$ cat src/rtl/nlm_input_ctrl.sv
// Ingress framer for the NLM pipeline: validates frame/line sync geometry and
// tags each accepted pixel with its line/column coordinates and a border flag.
module nlm_input_ctrl #(
    parameter int DATA_WIDTH   = 12,
    parameter int IMAGE_WIDTH  = 1920,
    parameter int IMAGE_HEIGHT = 1080,
    parameter int BLOCK_RADIUS = 2,
    parameter int WIN_RADIUS   = 6
) (
    input  logic                  clk,
    input  logic                  rst,
    input  logic                  valid_i,
    input  logic                  frame_sync_i,
    input  logic                  line_sync_i,
    input  logic [DATA_WIDTH-1:0] pix_i,
    output logic                  valid_o,
    output logic [DATA_WIDTH-1:0] pix_o,
    output logic [11:0]           line_cnt_o,
    output logic [11:0]           column_cnt_o,
    output logic                  border_o,
    output logic                  frame_start_o,
    output logic                  frame_end_o,
    output logic                  err_o
);
    localparam int START_LINE = BLOCK_RADIUS + WIN_RADIUS;

    localparam logic [11:0] COL_LAST        = 12'(IMAGE_WIDTH - 1);
    localparam logic [11:0] LINE_LAST       = 12'(IMAGE_HEIGHT - 1);
    localparam logic [11:0] LINE_FRONT_LAST = 12'(START_LINE - 1);
    localparam logic [11:0] LINE_NORM_LAST  = 12'(IMAGE_HEIGHT - START_LINE - 1);
    localparam logic [11:0] INNER_LO        = 12'(START_LINE);
    localparam logic [11:0] COL_INNER_END   = 12'(IMAGE_WIDTH - START_LINE);

    localparam logic [1:0] IDLE   = 2'd0;
    localparam logic [1:0] FRONT  = 2'd1;
    localparam logic [1:0] NORMAL = 2'd2;
    localparam logic [1:0] POST   = 2'd3;

    logic [1:0]  state_q, state_d;
    logic [11:0] col_q, col_d, line_q, line_d;
    logic        acc, err;
    logic [11:0] a_line, a_col;
    logic        inner;

    logic                  valid_q, border_q, fstart_q, fend_q, err_q;
    logic [DATA_WIDTH-1:0] pix_q;
    logic [11:0]           line_out_q, col_out_q;

    always_comb begin
        state_d = state_q;
        col_d   = col_q;
        line_d  = line_q;
        acc     = 1'b0;
        err     = 1'b0;
        a_line  = line_q;
        a_col   = col_q;
        if (valid_i) begin
            if (state_q == IDLE) begin
                if (frame_sync_i && line_sync_i) begin
                    acc     = 1'b1;
                    a_line  = '0;
                    a_col   = '0;
                    state_d = FRONT;
                end else if (frame_sync_i) begin
                    err = 1'b1;
                end
            end else if (frame_sync_i && line_sync_i) begin
                // Restart: flag the broken frame but keep the new first pixel.
                err     = 1'b1;
                acc     = 1'b1;
                a_line  = '0;
                a_col   = '0;
                state_d = FRONT;
            end else if ((line_sync_i && col_q != '0) || frame_sync_i ||
                         (col_q == '0 && !line_sync_i)) begin
                err     = 1'b1;
                state_d = IDLE;
                col_d   = '0;
                line_d  = '0;
            end else begin
                acc = 1'b1;
            end
        end
        if (acc) begin
            if (a_col == COL_LAST) begin
                col_d  = '0;
                line_d = a_line + 12'd1;
                if (a_line == LINE_FRONT_LAST) begin
                    state_d = NORMAL;
                end else if (a_line == LINE_NORM_LAST) begin
                    state_d = POST;
                end else if (a_line == LINE_LAST) begin
                    state_d = IDLE;
                    line_d  = '0;
                end
            end else begin
                col_d  = a_col + 12'd1;
                line_d = a_line;
            end
        end
    end

    assign inner = (a_line >= INNER_LO) && (a_line <= LINE_NORM_LAST) &&
                   (a_col >= INNER_LO) && (a_col < COL_INNER_END);

    always_ff @(posedge clk or posedge rst) begin
        if (rst) begin
            state_q    <= IDLE;
            col_q      <= '0;
            line_q     <= '0;
            valid_q    <= 1'b0;
            pix_q      <= '0;
            line_out_q <= '0;
            col_out_q  <= '0;
            border_q   <= 1'b0;
            fstart_q   <= 1'b0;
            fend_q     <= 1'b0;
            err_q      <= 1'b0;
        end else begin
            state_q    <= state_d;
            col_q      <= col_d;
            line_q     <= line_d;
            valid_q    <= acc;
            err_q      <= err;
            border_q   <= acc && !inner;
            fstart_q   <= acc && a_line == '0 && a_col == '0;
            fend_q     <= acc && a_line == LINE_LAST && a_col == COL_LAST;
            if (acc) begin
                pix_q      <= pix_i;
                line_out_q <= a_line;
                col_out_q  <= a_col;
            end
        end
    end

    assign valid_o       = valid_q;
    assign pix_o         = pix_q;
    assign line_cnt_o    = line_out_q;
    assign column_cnt_o  = col_out_q;
    assign border_o      = border_q;
    assign frame_start_o = fstart_q;
    assign frame_end_o   = fend_q;
    assign err_o         = err_q;
endmodule

$ cat config.mk
export PLATFORM = sky130hd
export DESIGN_NAME = nlm_input_ctrl
export DESIGN_NICKNAME = d
export VERILOG_FILES = /design/src/rtl/nlm_input_ctrl.sv
export SDC_FILE = /design/constraint.sdc
export NUM_CORES = 1
export LEC_CHECK = 0
export CAP_MARGIN = 25
export CORE_UTILIZATION = 33
export CTS_BUF_LIST = sky130_fd_sc_hd__clkbuf_4 sky130_fd_sc_hd__clkbuf_8
export DETAILED_ROUTE_END_ITERATION = 7
export SLEW_MARGIN = 20
export SYNTH_ARGS = -nofsm -noshare
export SYNTH_HDL_FRONTEND = slang
export SYNTH_SLANG_ARGS = --single-unit
export TNS_END_PERCENT = 100
$ cat constraint.sdc
create_clock -name clk -period 2.4 [get_ports clk]
set_clock_uncertainty 0.05 [all_clocks]
set_input_delay 0.6 -clock clk [delete_from_list [all_inputs] [get_ports clk]]
set_output_delay 0.6 -clock clk [all_outputs]
set_load 0.05 [all_outputs]
==> results.sh, run 1 <==
export IMPL_status="completed"
export IMPL_timing_rr_start="col_q[2]$_DFFE_PP0P_"
export IMPL_layout_common_cells="68 x nand2_1, 67 x dfrtp_1, 65 x buf_4"
export IMPL_syn_to_final_growth_pct=38.54
export IMPL_synth_nets=421
export IMPL_numPortBuffers=57
export IMPL_required_ns=2.58
export IMPL_p_clk_share_pct=25.7
export IMPL_min_from="pix_o[5]$_DFFE_PP0P_"
export IMPL_gp_congestion=0.8243
export IMPL_pwr_share_comb_pct=38.1
export IMPL_ant_nets=0
export IMPL_grt_max_degree=56
export IMPL_grt_first_pass_wirelength_um=16530
export IMPL_end_kind="register"
export IMPL_core_mm2=0.01084
export IMPL_powerDensity_mw_per_mm2=725.4
export IMPL_die_h_um=107.4
export IMPL_grt_use_total_pct=18.54
export IMPL_path_clk_slew_ns=0.08
export IMPL_first_pass_iters=5
export IMPL_n_fill_cell=1090
export IMPL_grt_antenna_before_repair=0
export IMPL_seqPwrFrac_pct=36.3
export IMPL_irDropWorstVdd_uv=439.6
export IMPL_cts_sinks=67
export IMPL_cts_path_max_buffers=2
export IMPL_hold_path_class="register to register"
export IMPL_finalHoldViolCount=0
export IMPL_synthFlopType="dfrtp_1"
export IMPL_ys_async_sr_fraction_pct=100.0
export IMPL_multi_input_area_mm2=0.001866
export IMPL_postSynthCellCount=400
export IMPL_htree_num_levels=3
export IMPL_layout_drive_gt1_share_pct=25.98
export IMPL_ys_seq_elements=67
export IMPL_post_place_cells=631
export IMPL_power_mw=3.687
export IMPL_die_x_um=107.4
export IMPL_dpl_cell_area_mm2=0.004877
export IMPL_dpl_worst_slack_ns=-0.3947
export IMPL_fmax_mhz=437.0
export IMPL_arrival_ns=2.47
export IMPL_crit_start="col_q[2]$_DFFE_PP0P_"
export IMPL_vias_per_cell=5.295
export IMPL_power_leakage_nw=2.142
export IMPL_syn_area_per_cell_um2=9.171
export IMPL_fin_crit_sh_pct=95.35
export IMPL_wl_per_cell_um=15.30
export IMPL_netSwitchingFraction_pct=38.42
export IMPL_cts_hold_buffers_added=0
export IMPL_finalCriticalPeriod_ns=2.288
export IMPL_ios=58
export IMPL_die_area_mm2=0.01154
export IMPL_regArea_mm2=0.001677
export IMPL_finalNonFillerCells=648
export IMPL_timing_rr_end="line_q[1]$_DFFE_PP0P_"
export IMPL_tritoncts="built"
export IMPL_vias=3431
export IMPL_whs_endpoint="pix_o[5]$_DFFE_PP0P_"
export IMPL_dpl_hpwl_um=7234
export IMPL_cp_start_kind="register"
export IMPL_r2r_slack_ns=0.11
export IMPL_worst_slew_pin_slew_ns=0.5122
export IMPL_relSlewSlack_pct=65.75
export IMPL_synth_area_mm2=0.003669
export IMPL_antenna_cells=0
export IMPL_wl_um=9917
export IMPL_insertion_delay_ns=0.35
export IMPL_fin_area_mm2=0.005082
export IMPL_clock_root_buffer="clkbuf_8"
export IMPL_grt_pass1_vias=3368
export IMPL_start_util_pct=33.84
export IMPL_fin_setup_tns_ns=0
export IMPL_worstPathMaxFanout=13
export IMPL_rows=38
export IMPL_drtIter0Drc=224
export IMPL_rsz0062_at_grt="no"
export IMPL_p_int_mw=2.270
export IMPL_num_nets_final=524
export IMPL_whs_path_depth=1
export IMPL_power_switching_mw=1.416
export IMPL_critPathKind="register to register"
export IMPL_r2r_worst_path_cells=7
export IMPL_layout_commonest_cell="nand2_1"
export IMPL_yosys_warnings=0
export IMPL_setup_slack_ns=0.1116
export IMPL_final_max_slew_violation_count=0
export IMPL_drv_cap=0
export IMPL_overflow=0
export IMPL_yosysSeqAreaShare_pct=45.70
export IMPL_synth_edf_count=0
export IMPL_synth_cell_types=53
export IMPL_drc=0
export IMPL_cts_inserted_buffers=9
export IMPL_setup_viol=0
registers in the layout (all words and copies together) (netlist names):
| register | flops |
|---|---|
| column_cnt_o | 12 |
| line_cnt_o | 12 |
| frame_start_o | 1 |
| err_o | 1 |
| line_q | 12 |
| valid_o | 1 |
| col_q | 12 |
| border_o | 1 |
| state_q | 2 |
| pix_o | 12 |
| frame_end_o | 1 |
cell type report:
cell class	count	area share, %
Clock buffer	9	2.437
Clock inverter	7	1.354
Inverter	10	0.7386
Multi-Input combinational cell	289	36.71
Sequential cell	67	32.99
Tap cell	140	3.447
Timing Repair Buffer	126	22.33
synth_stat cells, types with 9 or more instances:
| cell type | count | area, um2 |
|---|---|---|
| a21oi_2 | 9 | 78.83 |
| nand4_1 | 12 | 75.07 |
| o21ai_0 | 15 | 75.07 |
| dfrtp_1 | 67 | 1677 |
| inv_1 | 10 | 37.54 |
| and3_1 | 12 | 75.07 |
| a21oi_1 | 26 | 130.1 |
| nand2_1 | 71 | 266.5 |
| clkbuf_1 | 16 | 60.06 |
| nand2_2 | 9 | 56.30 |
| a31oi_1 | 15 | 93.84 |
| nand3_1 | 21 | 105.1 |
layer usage:
| layer | global-route usage [%] | up-vias | part of all wire, % |
|---|---|---|---|
| li1 | - | 1643 | - |
| met1 | 22.86 | 1678 | 44 |
| met3 | 2.603 | 16 | 3.6 |
| met5 | 0 | - | 0 |
| met2 | 31.71 | 94 | 50 |
| met4 | 9.100 | 0 | 2.1 |
worst max path at each step:
stage / end / slack (ns)
after global routing: line_q[3]$_DFFE_PP0P_ / 0.009
final: line_q[1]$_DFFE_PP0P_ / 0.11
after floorplan: state_q[1]$_DFF_PP0_ / -0.20
after detailed placement: line_q[5]$_DFFE_PP0P_ / -0.39
after CTS: line_q[2]$_DFFE_PP0P_ / 0.07
after global placement: state_q[1]$_DFF_PP0_ / -0.36
power by group through the flow:
stage	Sequential, mW	Clock, mW	Combinational [mW]
after CTS	1.34	0.969	1.40
after detailed placement	1.36	0	1.40
after global routing	1.35	1.01	1.49
after floorplan	1.78	0	0.463
after global placement	1.35	0	1.38
final	1.34	0.947	1.40
through the flow:
| stage | hold slack, ns | util, % |
|---|---|---|
| after floorplan | 0.4583 | - |
| final | 0.4421 | 46.88 |
| after global placement | 0.4218 | 44.99 |
| after detailed placement | 0.4299 | 44.99 |
| after CTS | 0.4458 | 46.88 |
| after global routing | 0.4581 | 46.88 |
worst max-delay path, stage by stage, from the launching register on:
cell and delay (ns):
dfrtp_1 0.38, buf_4 0.17, nor4_1 0.40, nand3_1 0.16
a311o_2 0.48, buf_4 0.22, a22oi_1 0.21, o22ai_1 0.11
cells by family after synthesis:
kind of cell,synth area share [%]
adders and majority gates,1.364
buffers and inverters,6.105
muxes,4.502
AOI/OAI and AO/OA,16.27
DFF,45.70
and+or+nand+nor,25.34
xor gates and xnor gates,0.7164
repair_timing:
action                                  CTS  global route
endpoints found under the hold margin     0             0
resized for setup                         5             0
endpoints found under the setup margin   17             5
pin swaps                                 3             1
buffers inserted                          1             0
gates cloned                              0             0
Power figures use the tool's default switching activity.
==> inputs of run 2 (changes only) <==
CAP_MARGIN = 20   (was 25)
==> results of run 2 <==
Same layout as run 1: the final DEF is identical, and so are final timing and power.
